File: config.mk
export PLATFORM = sky130hd
export DESIGN_NAME = ttc_word_aligner_flat
export DESIGN_NICKNAME = d
export VERILOG_FILES = /design/src/rtl/rd53_pkg.sv /design/src/rtl/ttc_word_aligner_if.sv /design/src/rtl/ttc_sync_detect.sv /design/src/rtl/ttc_word_aligner.sv /design/src/flat_wrapper.sv
export SDC_FILE = /design/constraint.sdc
export NUM_CORES = 1
export LEC_CHECK = 0
export CAP_MARGIN = 20
export CORE_MARGIN = 4
export CORE_UTILIZATION = 30
export DETAILED_ROUTE_END_ITERATION = 16
export PLACE_DENSITY = 0.6
export REMOVE_ABC_BUFFERS = 1
export SETUP_SLACK_MARGIN = 0.15
export SYNTH_ARGS = -nofsm -noshare
export SYNTH_HDL_FRONTEND = slang
export SYNTH_SLANG_ARGS = --single-unit
File: constraint.sdc
create_clock -name clk160 -period 5.6 [get_ports clk160]
set_input_delay 1.12 -clock clk160 [delete_from_list [all_inputs] [get_ports clk160]]
set_output_delay 1.12 -clock clk160 [all_outputs]
set_load 0.05 [all_outputs]
File: src/rtl/rd53_pkg.sv
// Shared RD53 emulator definitions: TTC frame geometry, sync pattern and
// the word aligner's state encoding.
package rd53_pkg;

  localparam int unsigned      TTC_FRAME_W      = 16;
  localparam logic [15:0]      TTC_SYNC_PATTERN = 16'h817E;

  typedef enum logic {
    SEARCH = 1'b0,
    LOCKED = 1'b1
  } ttc_align_state_t;

endpackage

File: src/rtl/ttc_word_aligner_if.sv
// Serial TTC input and aligned-frame output bundle of the word aligner.
interface ttc_word_aligner_if;
  import rd53_pkg::*;

  logic                   ttc_data;
  logic [TTC_FRAME_W-1:0] word_o;
  logic                   word_valid;
  logic                   word_is_sync;
  logic                   locked;
  logic [3:0]             lock_phase;
  logic [7:0]             unlock_count;

  modport master (
    output ttc_data,
    input  word_o, word_valid, word_is_sync, locked, lock_phase, unlock_count
  );

  modport slave (
    input  ttc_data,
    output word_o, word_valid, word_is_sync, locked, lock_phase, unlock_count
  );

endinterface

File: src/rtl/ttc_sync_detect.sv
// Serial-to-parallel window, free-running bit-phase counter and sync-pattern
// comparator feeding the aligner FSM.
module ttc_sync_detect
  import rd53_pkg::*;
(
  input  logic                   clk160,
  input  logic                   rst,
  input  logic                   ttc_data_i,
  output logic [TTC_FRAME_W-1:0] window_o,
  output logic [3:0]             phase_o,
  output logic                   match_o
);

  logic [TTC_FRAME_W-1:0] window_q;
  logic [3:0]             phase_q;

  always_ff @(posedge clk160 or posedge rst) begin
    if (rst) begin
      window_q <= '0;
      phase_q  <= '0;
    end else begin
      window_q <= {window_q[TTC_FRAME_W-2:0], ttc_data_i};
      phase_q  <= phase_q + 4'd1;
    end
  end

  assign window_o = window_q;
  assign phase_o  = phase_q;
  assign match_o  = (window_q == TTC_SYNC_PATTERN);

endmodule

File: src/rtl/ttc_word_aligner.sv
// Hunts for the TTC sync pattern, locks onto its bit phase after LOCK_COUNT
// consecutive in-phase syncs, then emits one aligned frame every 16 cycles.
module ttc_word_aligner
  import rd53_pkg::*;
#(
  parameter int unsigned LOCK_COUNT   = 32,
  parameter int unsigned SYNC_TIMEOUT = 0
)
(
  input  logic               clk160,
  input  logic               rst,
  ttc_word_aligner_if.slave  bus
);

  localparam logic [7:0] LOCK_CNT_C = 8'(LOCK_COUNT);
  localparam logic [9:0] TIMEOUT_C  = 10'(SYNC_TIMEOUT);

  logic [TTC_FRAME_W-1:0] window;
  logic [3:0]             phase;
  logic                   match;

  ttc_align_state_t       state_q, state_d;
  logic [3:0]             cand_phase_q, cand_phase_d;
  logic [7:0]             cnt_q, cnt_d;
  logic [9:0]             miss_q, miss_d;
  logic [TTC_FRAME_W-1:0] word_q, word_d;
  logic                   word_valid_q, word_valid_d;
  logic                   word_is_sync_q, word_is_sync_d;
  logic                   locked_q, locked_d;
  logic [3:0]             lock_phase_q, lock_phase_d;
  logic [7:0]             unlock_count_q, unlock_count_d;

  ttc_sync_detect u_detect (
    .clk160     (clk160),
    .rst        (rst),
    .ttc_data_i (bus.ttc_data),
    .window_o   (window),
    .phase_o    (phase),
    .match_o    (match)
  );

  always_comb begin
    state_d        = state_q;
    cand_phase_d   = cand_phase_q;
    cnt_d          = cnt_q;
    miss_d         = miss_q;
    word_d         = word_q;
    word_valid_d   = 1'b0;
    word_is_sync_d = 1'b0;
    locked_d       = locked_q;
    lock_phase_d   = lock_phase_q;
    unlock_count_d = unlock_count_q;

    unique case (state_q)
      SEARCH: begin
        if (match) begin
          if (cnt_q != '0 && phase == cand_phase_q) begin
            cnt_d = cnt_q + 8'd1;
          end else begin
            cand_phase_d = phase;
            cnt_d        = 8'd1;
          end
          // Either branch leaves the candidate phase equal to the current phase.
          if (cnt_d == LOCK_CNT_C) begin
            state_d        = LOCKED;
            locked_d       = 1'b1;
            lock_phase_d   = phase;
            miss_d         = '0;
            word_d         = window;
            word_valid_d   = 1'b1;
            word_is_sync_d = 1'b1;
          end
        end else if (phase == cand_phase_q && cnt_q != '0) begin
          cnt_d = '0;
        end
      end

      LOCKED: begin
        if (phase == lock_phase_q) begin
          word_d         = window;
          word_valid_d   = 1'b1;
          word_is_sync_d = match;
          if (match) begin
            miss_d = '0;
          end else if (miss_q != '1) begin
            miss_d = miss_q + 10'd1;
          end
          if (TIMEOUT_C != '0 && !match && miss_d == TIMEOUT_C) begin
            state_d  = SEARCH;
            locked_d = 1'b0;
            cnt_d    = '0;
            if (unlock_count_q != 8'hFF) begin
              unlock_count_d = unlock_count_q + 8'd1;
            end
          end
        end
      end

      default: state_d = SEARCH;
    endcase
  end

  always_ff @(posedge clk160 or posedge rst) begin
    if (rst) begin
      state_q        <= SEARCH;
      cand_phase_q   <= '0;
      cnt_q          <= '0;
      miss_q         <= '0;
      word_q         <= '0;
      word_valid_q   <= 1'b0;
      word_is_sync_q <= 1'b0;
      locked_q       <= 1'b0;
      lock_phase_q   <= '0;
      unlock_count_q <= '0;
    end else begin
      state_q        <= state_d;
      cand_phase_q   <= cand_phase_d;
      cnt_q          <= cnt_d;
      miss_q         <= miss_d;
      word_q         <= word_d;
      word_valid_q   <= word_valid_d;
      word_is_sync_q <= word_is_sync_d;
      locked_q       <= locked_d;
      lock_phase_q   <= lock_phase_d;
      unlock_count_q <= unlock_count_d;
    end
  end

  assign bus.word_o       = word_q;
  assign bus.word_valid   = word_valid_q;
  assign bus.word_is_sync = word_is_sync_q;
  assign bus.locked       = locked_q;
  assign bus.lock_phase   = lock_phase_q;
  assign bus.unlock_count = unlock_count_q;

endmodule

File: src/flat_wrapper.sv
// flat-port wrapper written by rule: the top's interface ports become plain ports
module ttc_word_aligner_flat import rd53_pkg::*;
#(
  parameter int unsigned LOCK_COUNT   = 32,
  parameter int unsigned SYNC_TIMEOUT = 0
)
  (clk160, rst, bus_ttc_data, bus_word_o, bus_word_valid, bus_word_is_sync, bus_locked, bus_lock_phase, bus_unlock_count);
  ttc_word_aligner_if bus_i ();
  input  logic clk160;
  input  logic rst;
  input wire logic [$bits(bus_i.ttc_data)-1:0] bus_ttc_data;
  output wire logic [$bits(bus_i.word_o)-1:0] bus_word_o;
  output wire logic [$bits(bus_i.word_valid)-1:0] bus_word_valid;
  output wire logic [$bits(bus_i.word_is_sync)-1:0] bus_word_is_sync;
  output wire logic [$bits(bus_i.locked)-1:0] bus_locked;
  output wire logic [$bits(bus_i.lock_phase)-1:0] bus_lock_phase;
  output wire logic [$bits(bus_i.unlock_count)-1:0] bus_unlock_count;
  assign bus_i.ttc_data = bus_ttc_data;
  assign bus_word_o = bus_i.word_o;
  assign bus_word_valid = bus_i.word_valid;
  assign bus_word_is_sync = bus_i.word_is_sync;
  assign bus_locked = bus_i.locked;
  assign bus_lock_phase = bus_i.lock_phase;
  assign bus_unlock_count = bus_i.unlock_count;
  ttc_word_aligner #(.LOCK_COUNT(LOCK_COUNT), .SYNC_TIMEOUT(SYNC_TIMEOUT)) u_core (.clk160(clk160), .rst(rst), .bus(bus_i));
endmodule
Word-level counts from Yosys, hierarchy flattened
Index checks and enable logic that the tools add are counted.
{"block": "word_totals", "in_bits": 3, "ff_bits": 56, "out_inout_bits": 31, "word_cells": 44}
{"block": "op_classes", "bitwise": 2, "n_mux": 16, "n_reduce_logical": 7, "n_eq_ne": 7, "add_sub_neg": 2}
{"cell": "2-to-1 mux 16 bit", "count": 3}
{"cell": "2-to-1 mux 8 bit", "count": 5}
{"cell": "one-hot mux 16 bit (2 select lines)", "count": 1}
{"cell": "== test 16 bit, second input constant", "count": 1}
{"cell": "AND reduction 3 bit", "count": 3}
{"cell": "adder 8 x 1 -> 8 bit, second input constant", "count": 1}
{"cell": "== test 4 bit", "count": 2}
{"cell": "== test 8 x 6 -> 1 bit, second input constant", "count": 1}
{"cell": "nonzero test 8 bit", "count": 1}
{"cell": "2-to-1 mux 1 bit", "count": 5}
{"cell": "adder 4 x 1 -> 4 bit, second input constant", "count": 1}
{"cell": "inequality test 2 x 1 -> 1 bit, second input constant", "count": 2}
{"cell": "one-hot mux 1 bit (2 select lines)", "count": 2}
{"cell": "inequality test 2 bit, second input constant", "count": 1}
{"cell": "NOT 1 bit", "count": 2}
{"cell": "AND reduction 2 bit", "count": 1}
{"cell": "nonzero test 2 bit", "count": 1}
{"cell": "logical AND 1 bit", "count": 1}

Logic depth before layout (Yosys ltp)
Gate-level depths: netlist of the first run.
{"block": "logic_depth", "word_depth": 9, "mapped_depth": 9, "ltp_nobuf": 7}

By module
From an unflattened synthesis of the first run, not the netlist that was laid out.
{"block": "hier_totals", "cells_unflattened": 190, "area_unflattened_um2": 2464.9}
{"mod": "ttc_word_aligner", "cells_per_inst": 159, "area_each_um2": 1873.0, "n_inst": 1, "seq_area_each_um2": 900.9}
{"mod": "ttc_sync_detect", "cells_per_inst": 31, "area_each_um2": 591.8, "n_inst": 1, "seq_area_each_um2": 500.5}

Least setup slack after synthesis of the first run
No wires, ideal clock.
{"block": "synth_path", "kind": "register -> register", "from": "register u_core.cnt_q[3]", "to": "register u_core.word_q[0], in the netlist u_core.bus.word_o[0]", "required_time_ns": 5.475, "path_slack_ns": 3.196, "arrival_time_ns": 2.279, "path_stages_with_launch": 10, "synth_period_minus_slack_ns": 2.404, "setup_ns": 0.125, "path_buffers": 3, "path_cell_list": "dfrtp_1 buf_6 or4_4 nor4b_4 or4b_1 buf_6 nor2_4 a21oi_4 buf_12 mux2_4"}
{"block": "synth_via", "elab_chain_len": 8, "elab_cells_between_ends": 9, "cone_classes": "add/sub (1); eq/ne (2); mux (3); reduce/logical (3)"}
{"item": "from (decl)", "line_no": "ttc_word_aligner.sv:24", "rtl": "logic [7:0] cnt_q, cnt_d;"}
{"item": "from (signal assigned)", "line_no": "ttc_word_aligner.sv:118", "rtl": "cnt_q <= cnt_d;"}
{"item": "parallel branches: the longest is 2 deep, another holds adder 8 x 1 -> 8 bit"}
{"item": "2-to-1 mux 8 bit *", "line_no": "ttc_word_aligner.sv:57", "rtl": "if (cnt_q != '0 && phase == cand_phase_q) begin"}
{"item": "2-to-1 mux 8 bit *", "line_no": "ttc_word_aligner.sv:56", "rtl": "if (match) begin"}
{"item": "2-to-1 mux 8 bit *", "line_no": "ttc_word_aligner.sv:54", "rtl": "unique case (state_q)"}
{"item": "== test 8 x 6 -> 1 bit *", "line_no": "ttc_word_aligner.sv:64", "rtl": "if (cnt_d == LOCK_CNT_C) begin"}
{"item": "inequality test 2 x 1 -> 1 bit (no source line) *"}
{"item": "AND reduction 3 bit (no source line) *"}
{"item": "to (signal assigned)", "line_no": "ttc_word_aligner.sv:120", "rtl": "word_q <= word_d;"}
{"item": "to (decl)", "line_no": "ttc_word_aligner.sv:26", "rtl": "logic [TTC_FRAME_W-1:0] word_q, word_d;"}
Every way passes the cells marked *. The select of a mux whose other input is x is not followed.
A chain may end at the register's enable or synchronous reset.

Worst setup path after layout of the first run
{"block": "layout_path", "from": "register u_core.cnt_q[2]", "to": "register u_core.word_q[8], in the netlist u_core.bus.word_o[8]"}
Same word-level chain as after synthesis.

==> reports/metrics.yaml, run 1 <==
postCtsSetupBuffers: 0
async_flop_share_pct: 100
clock_tree.root_cell: "clkbuf_8"
fin_tns_setup_ps: 0
status: "complete, no violations"
dp_hpwl_microns: 2850
worst_ep_required_time_ps: 5800
critPathMaxFanout: 18
num_antenna_cells: 0
routedWlPerCell_microns: 12.9
hold_buffers: 0
synthTopCellsByArea: "dfrtp_1 (58%), mux2_2 (7.4%), mux2_4 (4.9%), xor2_1 (2.9%), buf_4 (2.8%)"
syn_to_final_growth_pct: 15.5
fin_crit_sh_pct: 50.1
synthCells: 181
drive_above_1_share_pct: 20.7
crit_family: "simple AND/OR/NAND/NOR gates"
maxSlewViolCount: 0
vias_per_cell: 4.46
ys_ff_latch: 56
drt_iter0_drc: 54
relSlewSlack_pct: 55.1
start_util_pct: 31.2
grt_pass1_wl_microns: 7120
grt_overflow: 0
io_buffers: 25
final_nets: 213
synth_ff_type: "dfrtp_1"
num_io_pins: 34
vias: 1384
cp_slowest_cell: "or4_4"
crit_chain: "or4_4 > nor4b_4 > or4b_1 > nor2_4 > a21oi_4 > mux2_2"
synth_top_area_share_pct: 57.6
clk_latency_ps: 310
cts-resized-gates: 0
grt_max_degree: 57
final_cell_mix: "dfrtp_1 (56), clkdlybuf4s50_1 (25), mux2_2 (16)"
grt_pass1_vias: 1438
setup_viol: 0
criticalPathCategory: "reg -> reg"
die_x_microns: 98.1
hold_viol_final: 0
min_path_type: "reg -> reg"
cp.arrival_ps: 3000
synth_cell_types: 41
yosysWarnings: 0
track_usage_pct: 9.15
p_leak_nw: 1.32
final_cells: 310
cts_tree: "yes"
setup_ws_ps: 2790
die_h_microns: 98.1
max_freq_mhz: 356
syn_avg_cell_area_sq_um: 13.4
cts.htree.levels: 2
rsz0062_at_grt: "no"
wl_microns: 3990
numCtsBuffers: 5
period_needed_ps: 2810
tightestPinTransition_ps: 672
syn_area_sq_um: 2430
drc: 0
hold_ws_ps: 396
drtPass1Iterations: 4
critPathLaunchType: "register"
die_area_sq_um: 9620
fin_skew_ps: 13.8
detail-route-antenna-nets: 0
antenna_found_initial: 0
core_sq_um: 7810
critPathMaxStageDelay_ps: 580
clk_path_buf_depth: 2
dp_worst_setup_slack_ps: 2790
dp_cells: 302
synth_area_leader_cell: "dfrtp_1"
cp_num_buf_inv: 0
fillers: 774
synth_edf_count: 0
layout_commonest_cell: "dfrtp_1"
gp_congestion: 0.757
power_density_nw_per_um2: 235
num_rows: 32
ys_seq_area_share_pct: 57.6
peakVddDrop_v: 0.000143
max_cap_violations: 0
cts.sinks: 56
path_clk_slew_ps: 110
cp-end-kind: "register"
cell usage after synthesis, drive strengths merged, types with 2 or more instances:
master and n:
nand2b 2, and4 2, o21ai 11, nor2 6, dfrtp 56, buf 13, nand3 6, nor4b 2
a21o 2, a31oi 2, xnor2 7, xor2 8, inv 6, mux2 24, nor3 4, nor4 2
nand4 3, ha 3, nand2 6
stage by stage:
stage               utilization (%)  cell area [sq um]  power, mW
CTS                            36.0               2810      0.670
detailed placement             34.8               2720      0.445
global placement               34.8               2720      0.445
global route                   36.0               2810      0.689
finish                         36.0               2810      0.660
floorplan                         -               2330      0.439
worst paths after layout:
path / from / to / slack, ps / cells past startpoint
max in group asynchronous: rst / u_core.bus.word_o[8] / 3860 / 3
worst min register to register: u_core.u_detect.window_o[3] / u_core.u_detect.window_o[4] / 400 / 0
worst max register to register: u_core.cnt_q[2] / u_core.bus.word_o[8] / 2790 / 6
min in group asynchronous: rst / u_core.bus.word_o[13] / 1300 / 3
worst max-delay path: u_core.cnt_q[2] / u_core.bus.word_o[8] / 2790 / 6
worst min-delay path: u_core.u_detect.window_o[3] / u_core.u_detect.window_o[4] / 400 / 0
worst register-to-register path: cells and delay by family (launching register included):
kind            cells  cell delay [ps]
mux                 1              410
flops               1              500
compound gates      1              570
simple gates        4             1230
logic make-up (layout without fill, tap and decap cells):
logic type | count (synthesis) | in the layout | share of synthesized area, %
other | 1 | 8 | 0.154
adder cells (fa/ha/maj) | 3 | 3 | 1.54
AO/OA/AOI/OAI | 20 | 20 | 5.50
flip-flops | 56 | 56 | 57.6
AND/OR/NAND/NOR | 42 | 42 | 11.4
XOR/XNOR | 15 | 15 | 5.40
multiplexers | 24 | 24 | 12.3
buffers and inverters | 20 | 40 | 6.07
power breakdown:
part	switching, mW	leakage, nW	total (mW)	internal [mW]
clock network	0.134	0.0485	0.224	0.0899
logic	0.0194	0.528	0.0219	0.00250
registers	0.00464	0.742	0.415	0.410
total	0.158	1.32	0.660	0.502
registers in the layout (all words and copies together), names as in the netlist:
signal	count
u_core.bus.lock_phase	4
u_core.cand_phase_q	4
u_core.bus.word_o	16
u_core.bus.locked	1
u_core.bus.word_valid	1
u_core.state_q	1
u_core.cnt_q	8
u_core.bus.word_is_sync	1
u_core.u_detect.phase_o	4
u_core.u_detect.window_o	16
area by class of cell:
cell class              instances  area, sq um  area share, %
clock buffers                   5         68.8           2.45
clock inverters                 3         22.5          0.801
inverters                       6         22.5          0.801
multi-input cells             112          911           32.4
flip-flops and latches         56         1400           49.8
well taps                     102          128           4.54
repair buffers                 26          258           9.17
layer usage:
metal | global-route usage (%) | vias to the layer above | part of all wire, % | wire, microns
met1 | 13.4 | 681 | 51 | 2050
li1 | - | 664 | - | -
met4 | 3.83 | 0 | 0.68 | 27
met5 | 0 | - | 0 | 0
met2 | 12.7 | 36 | 42 | 1670
met3 | 2.43 | 3 | 6.1 | 244
Power figures use the tool's default switching activity.
==> run 2: changes to the inputs <==
--- a/config.mk
+++ b/config.mk
@@ -9,7 +9,7 @@
 export CORE_MARGIN = 4
 export CORE_UTILIZATION = 30
 export DETAILED_ROUTE_END_ITERATION = 16
-export PLACE_DENSITY = 0.6
+export PLACE_DENSITY = 0.62
 export REMOVE_ABC_BUFFERS = 1
 export SETUP_SLACK_MARGIN = 0.15
 export SYNTH_ARGS = -nofsm -noshare
==> constraint.sdc (replaced) <==
create_clock -name clk160 -period 2.3 [get_ports clk160]
set_input_delay 0.46 -clock clk160 [delete_from_list [all_inputs] [get_ports clk160]]
set_output_delay 0.46 -clock clk160 [all_outputs]
set_load 0.05 [all_outputs]
==> run 2 against run 1 <==
Effect of this change:
- maximum frequency increased by 29%
- register-to-register slack got worse by 2700 ps
- sequential power increased by 140%
- non-clock buffer count increased by 18
- first-iteration DRC count increased by 31%
- highest routed layer unchanged
- core utilization increased by 2.8 points
==> reports/metrics.yaml, run 2 (synthesis gave the netlist of run 1 again) <==
use_met2_pct: 13.4  # was 12.7%
p_switching_mw: 0.378  # was 0.158 mW
die_x_microns: 98.1  # unchanged
vias_per_cell: 4.45  # was 4.46
setup_viol: 0  # unchanged
syn_to_final_growth_pct: 24.5  # was 15.5%
num_io_pins: 34  # unchanged
antenna_found_initial: 0  # unchanged
period_needed_ps: 2180  # was 2810 ps
die_area_sq_um: 9620  # unchanged
grt_pass1_wl_microns: 6980  # was 7120 microns
grt-busiest-layer: "met2"  # was met1
num_antenna_cells: 0  # unchanged
drc: 0  # unchanged
cp.arrival_ps: 2380  # was 3000 ps
fillers: 725  # was 774
clockPowerShare_pct: 37.7  # was 33.9%
crit_family: "simple AND/OR/NAND/NOR gates"  # unchanged
drt_iter0_drc: 71  # was 54
cp_slowest_cell: "or4_4"  # unchanged
cp-end-kind: "register"  # unchanged
use_met3_pct: 3.07  # was 2.43%
fin_crit_sh_pct: 94.8  # was 50.1%
drtPass1Iterations: 4  # unchanged
hold_buffers: 0  # unchanged
clock_tree.root_cell: "clkbuf_8"  # unchanged
final_cell_mix: "dfrtp_1 (56), clkdlybuf4s50_1 (25), mux2_2 (16), buf_4 (16), o21ai_0 (10)"  # was dfrtp_1 (56), clkdlybuf4s50_1 (25), mux2_2 (16)
wl_microns: 4160  # was 3990 microns
tightestPinTransition_ps: 502  # was 672 ps
grt_max_degree: 57  # unchanged
power.internal_mw: 1.34  # was 0.502 mW
cts_tree: "yes"  # unchanged
p_seq_share_pct: 58.8  # was 62.8%
drive_above_1_share_pct: 28.8  # was 20.7%
critPathMaxFanout: 11  # was 18
maxSlewViolCount: 0  # unchanged
grtUsageMet1_pct: 12.6  # was 13.4%
numCtsBuffers: 5  # unchanged
num_rows: 32  # unchanged
criticalPathCategory: "reg -> reg"  # unchanged
core_sq_um: 7810  # unchanged
rsz0062_at_grt: "yes"  # was no
min_path_type: "reg -> reg"  # unchanged
cp_num_buf_inv: 1  # was 0
final_nets: 231  # was 213
routedWlPerCell_microns: 12.7  # was 12.9 microns
swShare_pct: 22.0  # was 23.9%
layout_commonest_cell: "dfrtp_1"  # unchanged
fin_tns_setup_ps: 0  # unchanged
comb_power_share_pct: 3.5  # was 3.3%
critPathMaxStageDelay_ps: 550  # was 580 ps
dp_worst_setup_slack_ps: -29.9  # was 2790 ps
cts.sinks: 56  # unchanged
gp_congestion: 0.815  # was 0.757
track_usage_pct: 9.02  # was 9.15%
grt_pass1_vias: 1428  # was 1438
io_buffers: 25  # unchanged
detail-route-antenna-nets: 0  # unchanged
max_freq_mhz: 459  # was 356 MHz
hold_viol_final: 0  # unchanged
start_util_pct: 31.2  # unchanged
critPathLaunchType: "register"  # unchanged
die_h_microns: 98.1  # unchanged
clk_path_buf_depth: 2  # unchanged
worst_ep_required_time_ps: 2500  # was 5800 ps
status: "complete, no violations"  # unchanged
setup_ws_ps: 120  # was 2790 ps
grt_overflow: 0  # unchanged
r2r_slack_ps: 120  # was 2790 ps
place_area_sq_um: 2870  # was 2720 sq um
path_clk_slew_ps: 100  # was 110 ps
relSlewSlack_pct: 66.4  # was 55.1%
clk_latency_ps: 300  # was 310 ps
crit_chain: "or4_4 > nor4b_4 > or4b_4 > nor2_4 > a21oi_4 > buf_12 > mux2_2"  # was or4_4 > nor4b_4 > or4b_1 > nor2_4 > a21oi_4 > mux2_2
fin_area_sq_um: 3030  # was 2810 sq um
peakVddDrop_v: 0.000402  # was 0.000143 V
cts.htree.levels: 2  # unchanged
power_density_nw_per_um2: 567  # was 235 nW/um^2
vias: 1458  # was 1384
max_cap_violations: 0  # unchanged
p_leak_nw: 1.43  # was 1.32 nW
fin_skew_ps: 3.15  # was 13.8 ps
dp_hpwl_microns: 2980  # was 2850 microns
-- run 2: worst paths after layout --
check,from,endpoint,cells past startpoint
worst max-delay path,u_core.cnt_q[2],u_core.bus.word_o[9],7
worst min-delay path,u_core.u_detect.window_o[1],u_core.u_detect.window_o[2],0
worst max register to register,u_core.cnt_q[2],u_core.bus.word_o[9],7
worst min register to register,u_core.u_detect.window_o[1],u_core.u_detect.window_o[2],0
max in group asynchronous,rst,u_core.bus.word_o[3],3
min in group asynchronous,rst,u_core.u_detect.window_o[12],3
-- run 2: through the flow --
stage	utilization, %	std cells	power [mW]	hold WS [ps]
detailed placement	36.7	318	1.09	390
finish	38.8	328	1.72	410
global placement	36.7	318	1.09	387
floorplan	-	174	1.07	364
global route	38.8	328	1.78	430
CTS	38.4	326	1.74	417
-- run 2: metal layers --
metal	up-vias	wire, microns
met3	2	204
met1	717	2110
met5	-	0
li1	705	-
met4	0	18
met2	34	1830
-- run 2: power groups by stage --
stage / clock network (mW) / registers [mW] / logic, mW
after global placement: 0 / 1.03 / 0.0585
after CTS: 0.669 / 1.01 / 0.0590
after floorplan: 0 / 1.02 / 0.0448
after global routing: 0.700 / 1.01 / 0.0659
after detailed placement: 0 / 1.03 / 0.0588
final: 0.647 / 1.01 / 0.0605
-- run 2: area by class of cell --
cell class / count / area (sq um) / share of cell area [%]
multi-input cells: 112 / 945 / 31.2
clock buffers: 6 / 72.6 / 2.40
flip-flops and latches: 56 / 1400 / 46.3
well taps: 102 / 128 / 4.21
repair buffers: 44 / 422 / 13.9
clock inverters: 2 / 38.8 / 1.28
inverters: 6 / 22.5 / 0.743
-- run 2: what timing repair did --
item	CTS	global route
buffers inserted	0	2
gates resized for setup	4	4
pin swaps	3	0
endpoints found under the setup margin	20	25
==> run 3: changes to the inputs <==
--- a/config.mk
+++ b/config.mk
@@ -9,6 +9,7 @@
 export CORE_MARGIN = 4
 export CORE_UTILIZATION = 30
 export DETAILED_ROUTE_END_ITERATION = 16
+export GPL_ROUTABILITY_DRIVEN = 1
 export PLACE_DENSITY = 0.62
 export REMOVE_ABC_BUFFERS = 1
 export SETUP_SLACK_MARGIN = 0.15
==> results of run 3 <==
Final layout, timing and power as in run 2 (identical DEF).
